### src/rtl/axi_ram_fill_pkg.sv
// Shared types and AXI constants for the axi_ram_fill write engine.
package axi_ram_fill_pkg;

  typedef enum logic [1:0] {
    ST_IDLE = 2'd0,
    ST_AW   = 2'd1,
    ST_W    = 2'd2,
    ST_B    = 2'd3
  } fill_state_t;

  localparam logic [1:0]  AXI_BURST_INCR = 2'b01;
  localparam logic [1:0]  AXI_RESP_OKAY  = 2'b00;
  localparam int unsigned AXI_4K_BYTES   = 4096;

endpackage

### src/rtl/axi_ram_fill_burst_calc.sv
// Burst length for the next AW: min(remaining words, max burst, words left in the 4 KB page).
module axi_ram_fill_burst_calc
  import axi_ram_fill_pkg::*;
#(
  parameter int unsigned ADDR_WIDTH    = 12,
  parameter int unsigned STRB_WIDTH    = 4,
  parameter int unsigned MAX_BURST_LEN = 16
) (
  input  logic [ADDR_WIDTH-1:0] i_addr,
  input  logic [ADDR_WIDTH:0]   i_remaining,
  output logic [8:0]            o_beats
);

  localparam int unsigned SZ = $clog2(STRB_WIDTH);

  logic [31:0] w_addr_ext;
  logic [31:0] w_page_off;
  logic [31:0] w_room;
  logic [31:0] w_rem;
  logic [31:0] w_min;

  assign w_addr_ext = 32'(i_addr);
  assign w_page_off = w_addr_ext & 32'(AXI_4K_BYTES - 1);
  // Address is word aligned, so the shift is exact.
  assign w_room     = (32'(AXI_4K_BYTES) - w_page_off) >> SZ;
  assign w_rem      = 32'(i_remaining);

  always_comb begin
    w_min = w_rem;
    if (w_min > 32'(MAX_BURST_LEN)) w_min = 32'(MAX_BURST_LEN);
    if (w_min > w_room)             w_min = w_room;
  end

  assign o_beats = 9'(w_min);

endmodule

### src/rtl/axi_ram_fill.sv
// AXI4 write-only fill engine: writes a pattern over a word range in legal INCR bursts.
// Define AXI_RAM_FILL_INCR_EN to write pattern + global word index instead of a constant pattern.
module axi_ram_fill
  import axi_ram_fill_pkg::*;
#(
  parameter int unsigned DATA_WIDTH    = 32,
  parameter int unsigned ADDR_WIDTH    = 12,
  parameter int unsigned STRB_WIDTH    = DATA_WIDTH / 8,
  parameter int unsigned ID_WIDTH      = 8,
  parameter int unsigned MAX_BURST_LEN = 16
) (
  input  logic                  clk,
  input  logic                  rst,
  input  logic                  start,
  input  logic [ADDR_WIDTH-1:0] base_addr,
  input  logic [ADDR_WIDTH:0]   word_count,
  input  logic [DATA_WIDTH-1:0] pattern,
  output logic                  busy,
  output logic                  done,
  output logic                  err,
  output logic [ID_WIDTH-1:0]   m_axi_awid,
  output logic [ADDR_WIDTH-1:0] m_axi_awaddr,
  output logic [7:0]            m_axi_awlen,
  output logic [2:0]            m_axi_awsize,
  output logic [1:0]            m_axi_awburst,
  output logic                  m_axi_awvalid,
  input  logic                  m_axi_awready,
  output logic [DATA_WIDTH-1:0] m_axi_wdata,
  output logic [STRB_WIDTH-1:0] m_axi_wstrb,
  output logic                  m_axi_wlast,
  output logic                  m_axi_wvalid,
  input  logic                  m_axi_wready,
  input  logic [1:0]            m_axi_bresp,
  input  logic                  m_axi_bvalid,
  output logic                  m_axi_bready
);

  localparam int unsigned SZ    = $clog2(STRB_WIDTH);
  localparam int unsigned CNT_W = ADDR_WIDTH + 1;

  fill_state_t           r_state, w_state_nxt;
  logic [ADDR_WIDTH-1:0] r_addr, w_addr_nxt;
  logic [CNT_W-1:0]      r_remaining, w_remaining_nxt;
  logic [DATA_WIDTH-1:0] r_pattern, w_pattern_nxt;
  logic [8:0]            r_beats, w_beats_nxt;
  logic [8:0]            r_wleft, w_wleft_nxt;
  logic                  r_busy, w_busy_nxt;
  logic                  r_done, w_done_nxt;
  logic                  r_err, w_err_nxt;
  logic                  r_awvalid, w_awvalid_nxt;
  logic [ADDR_WIDTH-1:0] r_awaddr, w_awaddr_nxt;
  logic [7:0]            r_awlen, w_awlen_nxt;
  logic                  r_wvalid, w_wvalid_nxt;
  logic                  r_wlast, w_wlast_nxt;
  logic [DATA_WIDTH-1:0] r_wdata, w_wdata_nxt;
  logic                  r_bready, w_bready_nxt;

  logic [ADDR_WIDTH-1:0] w_base_aligned;
  logic [ADDR_WIDTH-1:0] w_burst_bytes;
  logic [ADDR_WIDTH-1:0] w_addr_adv;
  logic [CNT_W-1:0]      w_rem_adv;
  logic [ADDR_WIDTH-1:0] w_calc_addr;
  logic [CNT_W-1:0]      w_calc_rem;
  logic [8:0]            w_calc_beats;
  logic                  w_w_hs;
  logic                  w_bresp_err;
  logic [DATA_WIDTH-1:0] w_data_first;
  logic [DATA_WIDTH-1:0] w_data_next;

  assign w_base_aligned = base_addr & ~ADDR_WIDTH'(STRB_WIDTH - 1);
  assign w_burst_bytes  = ADDR_WIDTH'(32'(r_beats) << SZ);
  assign w_addr_adv     = r_addr + w_burst_bytes;
  assign w_rem_adv      = r_remaining - CNT_W'(r_beats);
  assign w_w_hs         = r_wvalid && m_axi_wready;
  assign w_bresp_err    = (m_axi_bresp != AXI_RESP_OKAY);

  // Length is needed when leaving IDLE (from the request) and when leaving B (from the advanced pointers).
  assign w_calc_addr = (r_state == ST_IDLE) ? w_base_aligned : w_addr_adv;
  assign w_calc_rem  = (r_state == ST_IDLE) ? word_count     : w_rem_adv;

  axi_ram_fill_burst_calc #(
    .ADDR_WIDTH   (ADDR_WIDTH),
    .STRB_WIDTH   (STRB_WIDTH),
    .MAX_BURST_LEN(MAX_BURST_LEN)
  ) u_burst_calc (
    .i_addr     (w_calc_addr),
    .i_remaining(w_calc_rem),
    .o_beats    (w_calc_beats)
  );

`ifdef AXI_RAM_FILL_INCR_EN
  // Global word index, continuing across bursts of one fill.
  logic [DATA_WIDTH-1:0] r_idx;

  always_ff @(posedge clk) begin
    if (rst) begin
      r_idx <= '0;
    end else if (r_state == ST_IDLE && start) begin
      r_idx <= '0;
    end else if (w_w_hs) begin
      r_idx <= r_idx + DATA_WIDTH'(1);
    end
  end

  assign w_data_first = r_pattern + r_idx;
  assign w_data_next  = r_pattern + r_idx + DATA_WIDTH'(1);
`else
  assign w_data_first = r_pattern;
  assign w_data_next  = r_pattern;
`endif

  always_ff @(posedge clk) begin
    if (rst) begin
      r_state     <= ST_IDLE;
      r_addr      <= '0;
      r_remaining <= '0;
      r_pattern   <= '0;
      r_beats     <= '0;
      r_wleft     <= '0;
      r_busy      <= 1'b0;
      r_done      <= 1'b0;
      r_err       <= 1'b0;
      r_awvalid   <= 1'b0;
      r_awaddr    <= '0;
      r_awlen     <= '0;
      r_wvalid    <= 1'b0;
      r_wlast     <= 1'b0;
      r_wdata     <= '0;
      r_bready    <= 1'b0;
    end else begin
      r_state     <= w_state_nxt;
      r_addr      <= w_addr_nxt;
      r_remaining <= w_remaining_nxt;
      r_pattern   <= w_pattern_nxt;
      r_beats     <= w_beats_nxt;
      r_wleft     <= w_wleft_nxt;
      r_busy      <= w_busy_nxt;
      r_done      <= w_done_nxt;
      r_err       <= w_err_nxt;
      r_awvalid   <= w_awvalid_nxt;
      r_awaddr    <= w_awaddr_nxt;
      r_awlen     <= w_awlen_nxt;
      r_wvalid    <= w_wvalid_nxt;
      r_wlast     <= w_wlast_nxt;
      r_wdata     <= w_wdata_nxt;
      r_bready    <= w_bready_nxt;
    end
  end

  always_comb begin
    w_state_nxt     = r_state;
    w_addr_nxt      = r_addr;
    w_remaining_nxt = r_remaining;
    w_pattern_nxt   = r_pattern;
    w_beats_nxt     = r_beats;
    w_wleft_nxt     = r_wleft;
    w_busy_nxt      = r_busy;
    w_done_nxt      = 1'b0;
    w_err_nxt       = r_err;
    w_awvalid_nxt   = r_awvalid;
    w_awaddr_nxt    = r_awaddr;
    w_awlen_nxt     = r_awlen;
    w_wvalid_nxt    = r_wvalid;
    w_wlast_nxt     = r_wlast;
    w_wdata_nxt     = r_wdata;
    w_bready_nxt    = r_bready;

    case (r_state)
      ST_IDLE: begin
        if (start) begin
          if (word_count != '0) begin
            w_state_nxt     = ST_AW;
            w_addr_nxt      = w_base_aligned;
            w_remaining_nxt = word_count;
            w_pattern_nxt   = pattern;
            w_err_nxt       = 1'b0;
            w_busy_nxt      = 1'b1;
            w_awvalid_nxt   = 1'b1;
            w_awaddr_nxt    = w_base_aligned;
            w_awlen_nxt     = 8'(w_calc_beats - 9'd1);
            w_beats_nxt     = w_calc_beats;
          end else begin
            w_done_nxt = 1'b1;
          end
        end
      end

      ST_AW: begin
        if (m_axi_awready) begin
          w_state_nxt   = ST_W;
          w_awvalid_nxt = 1'b0;
          w_wvalid_nxt  = 1'b1;
          w_wdata_nxt   = w_data_first;
          w_wlast_nxt   = (r_beats == 9'd1);
          w_wleft_nxt   = r_beats;
        end
      end

      ST_W: begin
        if (m_axi_wready) begin
          if (r_wlast) begin
            w_state_nxt  = ST_B;
            w_wvalid_nxt = 1'b0;
            w_wlast_nxt  = 1'b0;
            w_bready_nxt = 1'b1;
          end else begin
            w_wleft_nxt = r_wleft - 9'd1;
            w_wlast_nxt = (r_wleft == 9'd2);
            w_wdata_nxt = w_data_next;
          end
        end
      end

      ST_B: begin
        if (m_axi_bvalid) begin
          w_bready_nxt    = 1'b0;
          w_addr_nxt      = w_addr_adv;
          w_remaining_nxt = w_rem_adv;
          if (w_bresp_err) w_err_nxt = 1'b1;
          // A slave error aborts whatever is left of the fill.
          if (w_rem_adv == '0 || w_bresp_err) begin
            w_state_nxt = ST_IDLE;
            w_done_nxt  = 1'b1;
            w_busy_nxt  = 1'b0;
          end else begin
            w_state_nxt   = ST_AW;
            w_awvalid_nxt = 1'b1;
            w_awaddr_nxt  = w_addr_adv;
            w_awlen_nxt   = 8'(w_calc_beats - 9'd1);
            w_beats_nxt   = w_calc_beats;
          end
        end
      end

      default: w_state_nxt = ST_IDLE;
    endcase
  end

  assign busy          = r_busy;
  assign done          = r_done;
  assign err           = r_err;
  assign m_axi_awid    = '0;
  assign m_axi_awaddr  = r_awaddr;
  assign m_axi_awlen   = r_awlen;
  assign m_axi_awsize  = 3'(SZ);
  assign m_axi_awburst = AXI_BURST_INCR;
  assign m_axi_awvalid = r_awvalid;
  assign m_axi_wdata   = r_wdata;
  assign m_axi_wstrb   = '1;
  assign m_axi_wlast   = r_wlast;
  assign m_axi_wvalid  = r_wvalid;
  assign m_axi_bready  = r_bready;

endmodule
### config.mk
export PLATFORM = sky130hd
export DESIGN_NAME = axi_ram_fill
export DESIGN_NICKNAME = d
export VERILOG_FILES = /design/src/rtl/axi_ram_fill_pkg.sv /design/src/rtl/axi_ram_fill_burst_calc.sv /design/src/rtl/axi_ram_fill.sv
export SDC_FILE = /design/constraint.sdc
export NUM_CORES = 1
export LEC_CHECK = 0
export ABC_AREA = 1
export BUFFER_PORTS_ARGS = -buffer_cell sky130_fd_sc_hd__buf_4
export CAP_MARGIN = 20
export CORE_UTILIZATION = 45
export CTS_CLUSTER_SIZE = 20
export DETAILED_ROUTE_END_ITERATION = 8
export GPL_TIMING_DRIVEN = 0
export PLACE_DENSITY = 0.79
export SETUP_SLACK_MARGIN = 0.1
export SYNTH_ARGS = -nofsm -noshare
export SYNTH_HDL_FRONTEND = slang
export SYNTH_SLANG_ARGS = --single-unit
### constraint.sdc
create_clock -name clk -period 4.47 [get_ports clk]
set_clock_uncertainty 0.15 [all_clocks]
set_input_delay 0.447 -clock clk [delete_from_list [all_inputs] [get_ports clk]]
set_output_delay 0.447 -clock clk [all_outputs]
set_load 0.005 [all_outputs]
Word level (Yosys, flattened, before mapping)
Cells that the tools add are included.
W data, S select, Z words.
{"block": "totals", "inputBits": 65, "ramBits": 0, "latchBits": 0, "reg_bits": 136, "wordCells": 130, "output_inout_bits": 76, "mem_count": 0, "mem_bits_ro": 0}
{"block": "classes", "eq_ne": 15, "add_sub_neg": 5, "shifts": 0, "reduce_logical": 20, "n_mux": 72, "order_cmp": 2, "bitwise": 0, "multipliers": 0, "div": 0}
{"op": "$mux W32", "count": 3}
{"op": "$mux W12", "count": 6}
{"op": "$mux W9", "count": 8}
{"op": "$mux W13", "count": 5}
{"op": "$pmux W32 S2", "count": 1}
{"op": "$pmux W12 S2", "count": 2}
{"op": "$pmux W9 S2", "count": 2}
{"op": "$mux W8", "count": 4}
{"op": "$gt A13 B30 Y1", "count": 1}
{"op": "$pmux W13 S2", "count": 1}
{"op": "$mux W1", "count": 25}
{"op": "$ne A2 B2 Y1 const B", "count": 9}
{"op": "$pmux W8 S2", "count": 1}
{"op": "$reduce_and A4 Y1", "count": 4}
{"op": "$reduce_and A5 Y1", "count": 3}
{"op": "$sub A13 B12 Y14 const A", "count": 1}
{"op": "$gt A13 B5 Y1 const B", "count": 1}
{"op": "$logic_not A13 Y1", "count": 1}
{"op": "$reduce_bool A13 Y1", "count": 1}
{"op": "$sub A13 B9 Y13", "count": 1}
{"op": "$add A12 B11 Y12", "count": 1}
{"op": "$mux W2", "count": 6}
{"op": "$pmux W1 S2", "count": 6}
{"op": "$reduce_and A6 Y1", "count": 2}
{"op": "14 further kinds", "count": 19}

Longest topological paths before layout
{"block": "depth", "depth_word": 10, "ltp_mapped": 33, "depth_no_buf": 33}

By module
From an unflattened synthesis, not the netlist that was laid out.
{"block": "hier_totals", "hier_cells": 1182, "area_unflattened_um2": 7881.3}
{"module": "axi_ram_fill", "area_each_um2": 7219.4, "cells_per_inst": 1057, "n_inst": 1, "seq_area_each_um2": 2722.6}
{"module": "axi_ram_fill_burst_calc", "area_each_um2": 661.9, "cells_per_inst": 125, "n_inst": 1, "seq_area_each_um2": 0.0}

Least setup slack after synthesis
No wires, ideal clock.
{"block": "synth_timing", "path_type": "flip-flop to flip-flop", "startpoint": "register r_remaining[0]", "endpoint": "register r_awlen[2], in the netlist m_axi_awlen[2]", "t_arrival_ps": 3881, "path_stages_with_launch": 30, "path_slack_ps": 323, "setup_time_ps": 116, "synth_period_minus_slack_ps": 4147, "n_path_buf": 0, "t_required_ps": 4204, "path_cell_list": "dfxtp_1 -> inv_1 -> ha_1 -> fa_1 -> nand2_1 -> o21ai_1 -> nand2_1 -> nor2_1 -> nand3_1 -> nand2_1 -> o21ai_0 -> nor4b_1 -> nand2_1 -> nor2_1 -> ha_1 -> inv_1 -> nor2_1 -> o21ai_0 -> o211ai_1 -> nand3_1 -> nand2_1 -> nand2_1 -> inv_1 -> nand2_1 -> nand2_1 -> ha_1 -> nand2_1 -> inv_1 -> o31ai_2 -> inv_2"}
{"block": "synth_via", "elab_chain_len": 10, "word_cells_on_any_way": 16}
{"element": "from (decl)", "line": "axi_ram_fill.sv:43", "source": "logic [CNT_W-1:0] r_remaining, w_remaining_nxt;"}
{"element": "from (signal assigned)", "line": "axi_ram_fill.sv:133", "source": "r_remaining <= w_remaining_nxt;"}
{"element": "$sub A13 B9 Y13 *", "line": "axi_ram_fill.sv:73", "source": "assign w_rem_adv = r_remaining - CNT_W'(r_beats);"}
{"element": "$mux W13", "line": "axi_ram_fill.sv:79", "source": "assign w_calc_rem = (r_state == ST_IDLE) ? word_count : w_rem_adv;"}
{"element": "$gt A13 B5 Y1", "line": "axi_ram_fill_burst_calc.sv:30", "source": "if (w_min > 32'(MAX_BURST_LEN)) w_min = 32'(MAX_BURST_LEN);"}
{"element": "$mux W13", "line": "axi_ram_fill_burst_calc.sv:30"}
{"element": "$gt A13 B30 Y1", "line": "axi_ram_fill_burst_calc.sv:31", "source": "if (w_min > w_room) w_min = w_room;"}
{"element": "$mux W9", "line": "axi_ram_fill_burst_calc.sv:31"}
{"element": "$sub A8 B1 Y8", "line": "axi_ram_fill.sv:180, axi_ram_fill.sv:229"}
{"element": "$mux W8, on equally long branches", "line": "axi_ram_fill.sv:221, axi_ram_fill.sv:171"}
{"element": "$mux W8, on equally long branches", "line": "axi_ram_fill.sv:215, axi_ram_fill.sv:170"}
{"element": "$pmux W8 S2", "line": "axi_ram_fill.sv:168", "source": "case (r_state)"}
{"element": "to (signal assigned)", "line": "axi_ram_fill.sv:142", "source": "r_awlen <= w_awlen_nxt;"}
{"element": "to (decl)", "line": "axi_ram_fill.sv:52", "source": "logic [7:0] r_awlen, w_awlen_nxt;"}
Mark *: on every way between the ends. The rest lies on a longest branch, timed or not. The select of a mux whose other input is x is not followed.
A chain may end at the register's enable or synchronous reset.

Worst setup path after layout
{"block": "layout_timing", "startpoint": "register r_beats[0]", "endpoint": "register r_awlen[4], in the netlist m_axi_awlen[4]"}
{"block": "layout_via", "elab_chain_len": 10, "word_cells_on_any_way": 19}
{"element": "from (decl)", "line": "axi_ram_fill.sv:45", "source": "logic [8:0] r_beats, w_beats_nxt;"}
{"element": "from (signal assigned)", "line": "axi_ram_fill.sv:135", "source": "r_beats <= w_beats_nxt;"}
{"element": "$sub A13 B9 Y13", "line": "axi_ram_fill.sv:73"}
{"element": "$mux W13", "line": "axi_ram_fill.sv:79"}
{"element": "$gt A13 B5 Y1", "line": "axi_ram_fill_burst_calc.sv:30"}
{"element": "$mux W13", "line": "axi_ram_fill_burst_calc.sv:30"}
{"element": "$gt A13 B30 Y1", "line": "axi_ram_fill_burst_calc.sv:31"}
{"element": "$mux W9", "line": "axi_ram_fill_burst_calc.sv:31"}
{"element": "$sub A8 B1 Y8", "line": "axi_ram_fill.sv:180, axi_ram_fill.sv:229"}
{"element": "$mux W8, on equally long branches", "line": "axi_ram_fill.sv:221, axi_ram_fill.sv:171"}
{"element": "$mux W8, on equally long branches", "line": "axi_ram_fill.sv:215, axi_ram_fill.sv:170"}
{"element": "$pmux W8 S2", "line": "axi_ram_fill.sv:168"}
Parallel ways exist; a longest one is shown, timed or not. The select of a mux whose other input is x is not followed.

==> results.txt <==
The flow ran to the end, and the final reports show no timing, DRC or antenna violations. Of the available clock period, the critical path in the final layout requires 96.8%. The final design utilization came out at around three fifths. The maximum clock frequency came out at 0.231 GHz.

The number of filler instances in the final layout came out at 1,544. By area the synthesized netlist is led by dfxtp_1 (35%), nor2_1 (10%), nand2_1 (9.7%), o21ai_0 (6.6%), ha_1 (5.7%). The max-cap violation count came out at 0. The cell area after synthesis came out at between 7000 and 8000 sq um.

The number of remaining DRC errors is 0. In this run the power density over the cells is 963 nW/um^2. The width of the chip came out at 134 um. Subtracting the final worst setup slack from the clock period gives 4.32 ns.

The arrival time at the worst endpoint is approximately 4.5 ns. The total placed instance area is 9090 sq um. CTS placed an instance of clkbuf_16 at the clock tree root. In the synthesized netlist, the number of instances is roughly 1,100.

The total inserted antenna cells came out at 0. The clock insertion delay at the later pin of the skew report came out at about 0.44 ns. The TritonCTS clock tree is yes. The fraction of registers with async set or reset after synthesis came out at 0%. Global routing used 26.6% of the available tracks across all layers.

The most critical setup path has its startpoint at r_beats[0]. The total of flip-flops plus latches after synthesis came out at 136. The end of the worst register-to-register path is m_axi_awlen[4].

The core area came out at 16,800 sq um. Among all flip-flop cells after synthesis, the most frequent one is dfxtp_1. Setup repair after global routing could not meet its margin everywhere. Clock tree synthesis found a total of 136 sinks. The Yosys step of the flow raised 0 warnings. The combinational share of power is 64.9%.

For flop-to-flop paths, the worst setup slack is 0.15 ns. STA classifies the critical path endpoint as a flip-flop. The die is 134 um tall.

After synthesis, the netlist uses 60 different library cells. The setup TNS came out at 0 ns. The worst-case setup margin in the final layout came out at approximately 0.15 ns.

In this run the tightest slew margin relative to its limit is around 45%. The number of primary I/O pins came out at 141. The largest total area in the synthesized netlist belongs to dfxtp_1.

The worst setup slack after placement is -0.338 ns. IR analysis of the VDD net gives a maximum drop of 0.753 mV. The final instance area came out at 10,200 sq um.

The clock transition at the registers of the reported paths is 0.07 ns. Each instance of the synthesized netlist takes up on average 6.89 sq um. The critical path ends at m_axi_awlen[4]. The sequential fraction of design power is roughly 20%. The detailed router's first-iteration violation count came out at 860. The final wirelength came out at 24,000 um. The area share of the largest cell type after synthesis came out at between 30% and 40%. The ratio of cells with drive above 1 in the final layout came out at roughly a quarter. The final non-filler cell total came out at 1,543. The leakage power of the design is 4.68 nW. The number of hold violations in the final report came out at 0. Dividing the detail-routed via count by the number of cells gives between 5 and 6. The worst setup path is launched from a flip-flop. The sum of net half-perimeters after detailed placement came out at 17,600 um. The routed length per placed instance came out at 15.5 um. By startpoint and endpoint, the worst setup path is classified as flip-flop to flip-flop.

The required time at the endpoint of the critical path is between 4 and 5 ns. The area of the die is 18,000 sq um. Across all hold checks on the routed design, the worst slack comes to approximately 0.11 ns. Counting flops with a built-in enable in the synthesized netlist gives 0. The worst hold path class is input port to flip-flop. The internal power contribution is 4.87 mW. The first-pass GRT wire length came out at between 30,000 and 40,000 um.

Once placement completed, the tool counted placed cells totaling 1,498. The clock passes through at most 2 buffers. The total overflow reported by the global router came out at 0. The count of H-tree levels built during CTS came out at 4. The number of nets in the final layout came out at 1,413. The number of setup violations in the final report came out at 0.

The final count of pins violating max slew is 0. The final route contains 8,185 vias. The slew at the pin with the worst max-slew slack came out at 0.821 ns.

For this run, the detailed router's first-pass iteration total came to 5. The number of cells on the worst reg-to-reg path is 27. The signed area change from the synthesized netlist to the final layout came out at 29.6%.

The sequential area share after synthesis came out at 34.7%. The worst register-to-register path begins at r_beats[0]. The switching part of the total is 50.2%. The total power of the final layout came out at 9.78 mW. The floorplan has 47 rows. Routability-driven placement finished with a final weighted congestion of 0.980. The count of input and output buffers came out at 120. The number of CTS-inserted buffers came out at 17.

The number of antenna violations at the first check in global routing came to 0. The number of buffers inserted for hold repair after clock tree synthesis came out at 0. Along the worst path, the maximum fanout reaches 7. Once the floorplan was initialized, standard cells occupied 46.6% of the core. The analysis attributes to net switching a power of 4.91 mW. The number of nets with antenna violations after detailed routing came out at 0.

The maximum number of pins on one net before global-route repair came out at 17. The via count of the first global-routing pass is approximately 7,400. The relative contribution of the clock network to total power is 14.7%.
sequential cells by signal (all words and copies together), names as in the netlist:
name	count
m_axi_wdata	32
r_pattern	32
r_remaining	13
m_axi_awaddr	12
r_addr	12
r_beats	9
r_wleft	9
m_axi_awlen	8
r_state	2
busy	1
done	1
err	1
m_axi_awvalid	1
m_axi_bready	1
m_axi_wlast	1
m_axi_wvalid	1
cells in the mapped netlist (2+ instances only):
library cell and instances:
a211oi_1 17, a21o_1 2, a21oi_1 54, a221oi_1 2, a22oi_1 4, a31oi_1 4, and2_1 2, buf_1 3
buf_2 3, buf_4 20, buf_6 5, clkbuf_1 30, conb_1 2, dfxtp_1 136, fa_1 2, ha_1 36
inv_1 95, inv_2 11, nand2_1 202, nand2_2 14, nand2_4 2, nand3_1 59, nand3_2 5, nand4_1 12
nor2_1 208, nor2_2 10, nor2_4 4, nor3_1 5, nor4_1 2, o211ai_1 8, o21a_1 2, o21ai_0 104
o21ai_1 21, o21ai_2 2, o21ai_4 2, o22ai_1 2, o32ai_1 2, or2_1 5, or2_2 5, xnor2_1 6
xor2_1 8
critical path, cell delays in order (launching register included):
cell and delay, ns:
dfxtp_4 0.38, ha_4 0.17, fa_2 0.61, nand2_2 0.07
o21ai_4 0.07, nand2_1 0.07, nor2_1 0.08, nand3_1 0.10
nand2_2 0.14, o21ai_4 0.08, nor4b_4 0.30, nand2_2 0.13
or2_1 0.25, ha_2 0.18, nor2_2 0.09, o21ai_1 0.06
o211ai_1 0.09, nand3_1 0.11, nand2_2 0.10, nand2_4 0.10
inv_6 0.10, nand2_1 0.06, nand2_2 0.13, ha_4 0.15
nand2_2 0.08, inv_4 0.09, nand3_1 0.08, a31oi_1 0.21
power by group through the flow:
| stage | registers [mW] | logic (mW) | clock network [mW] |
|---|---|---|---|
| after global placement | 1.97 | 5.42 | 0 |
| after CTS | 1.96 | 5.64 | 1.45 |
| after floorplan | 1.93 | 4.04 | 0 |
| final | 1.99 | 6.35 | 1.44 |
| after global routing | 2.04 | 7.00 | 1.51 |
| after detailed placement | 1.98 | 5.52 | 0 |
metal layers:
metal  GRT usage, %  up-vias  part of all wire, %
met2           43.8      344                   47
li1               -     4028                    -
met4           12.5        0                  4.2
met1           33.3     3733                   41
met3           5.22       80                  7.5
met5              0        -                    0
placed cells by master, fill, tap and decap left out, drive strengths merged, types with 6 or more instances in the layout:
master / instances
a211oi: 18
a21oi: 54
buf: 165
clkbuf: 49
clkinv: 6
conb: 23
dfxtp: 136
ha: 36
inv: 115
nand2: 219
nand3: 64
nand4: 13
nor2: 222
nor3: 6
o211ai: 8
o21ai: 129
or2: 11
xnor2: 6
xor2: 9
logic make-up after synthesis:
kind of cell,count (synthesis),synth area share [%]
xor gates and xnor gates,15,1.77
AOI/OAI and AO/OA,231,16.8
other,2,0.0958
adders and majority gates,38,6.26
buffers and inverters,172,10.1
and+or+nand+nor,543,30.3
DFF,136,34.7
what timing repair did:
action	in CTS	in global routing
pin swaps	1	27
buffers inserted	0	14
resized for setup	18	84
setup endpoints to repair	11	14
worst min-delay path by stage:
| stage | end | startpoint | depth (start not counted) | slack [ns] |
|---|---|---|---|---|
| 2_1_floorplan | r_addr[1] | r_addr[1] | 2 | 0.27 |
| 3_3_place_gp | r_addr[0] | r_addr[0] | 2 | 0.28 |
| 3_5_place_dp | r_addr[1] | r_addr[1] | 2 | 0.28 |
| 4_1_cts | r_pattern[24] | pattern[24] | 3 | 0.10 |
| 5_1_grt | r_pattern[24] | pattern[24] | 3 | 0.11 |
| 6_report | r_pattern[24] | pattern[24] | 3 | 0.11 |
final cells by class:
cell class,instances,area (sq um),area share [%]
clock inverters,15,179,1.76
repair buffers,133,1000,9.87
inverters,108,420,4.14
clock buffers,17,425,4.19
multi-input cells,850,4720,46.4
plain buffers,64,402,3.95
flip-flops and latches,136,2740,26.9
well taps,220,275,2.71
(Power assumes the default switching activity.)
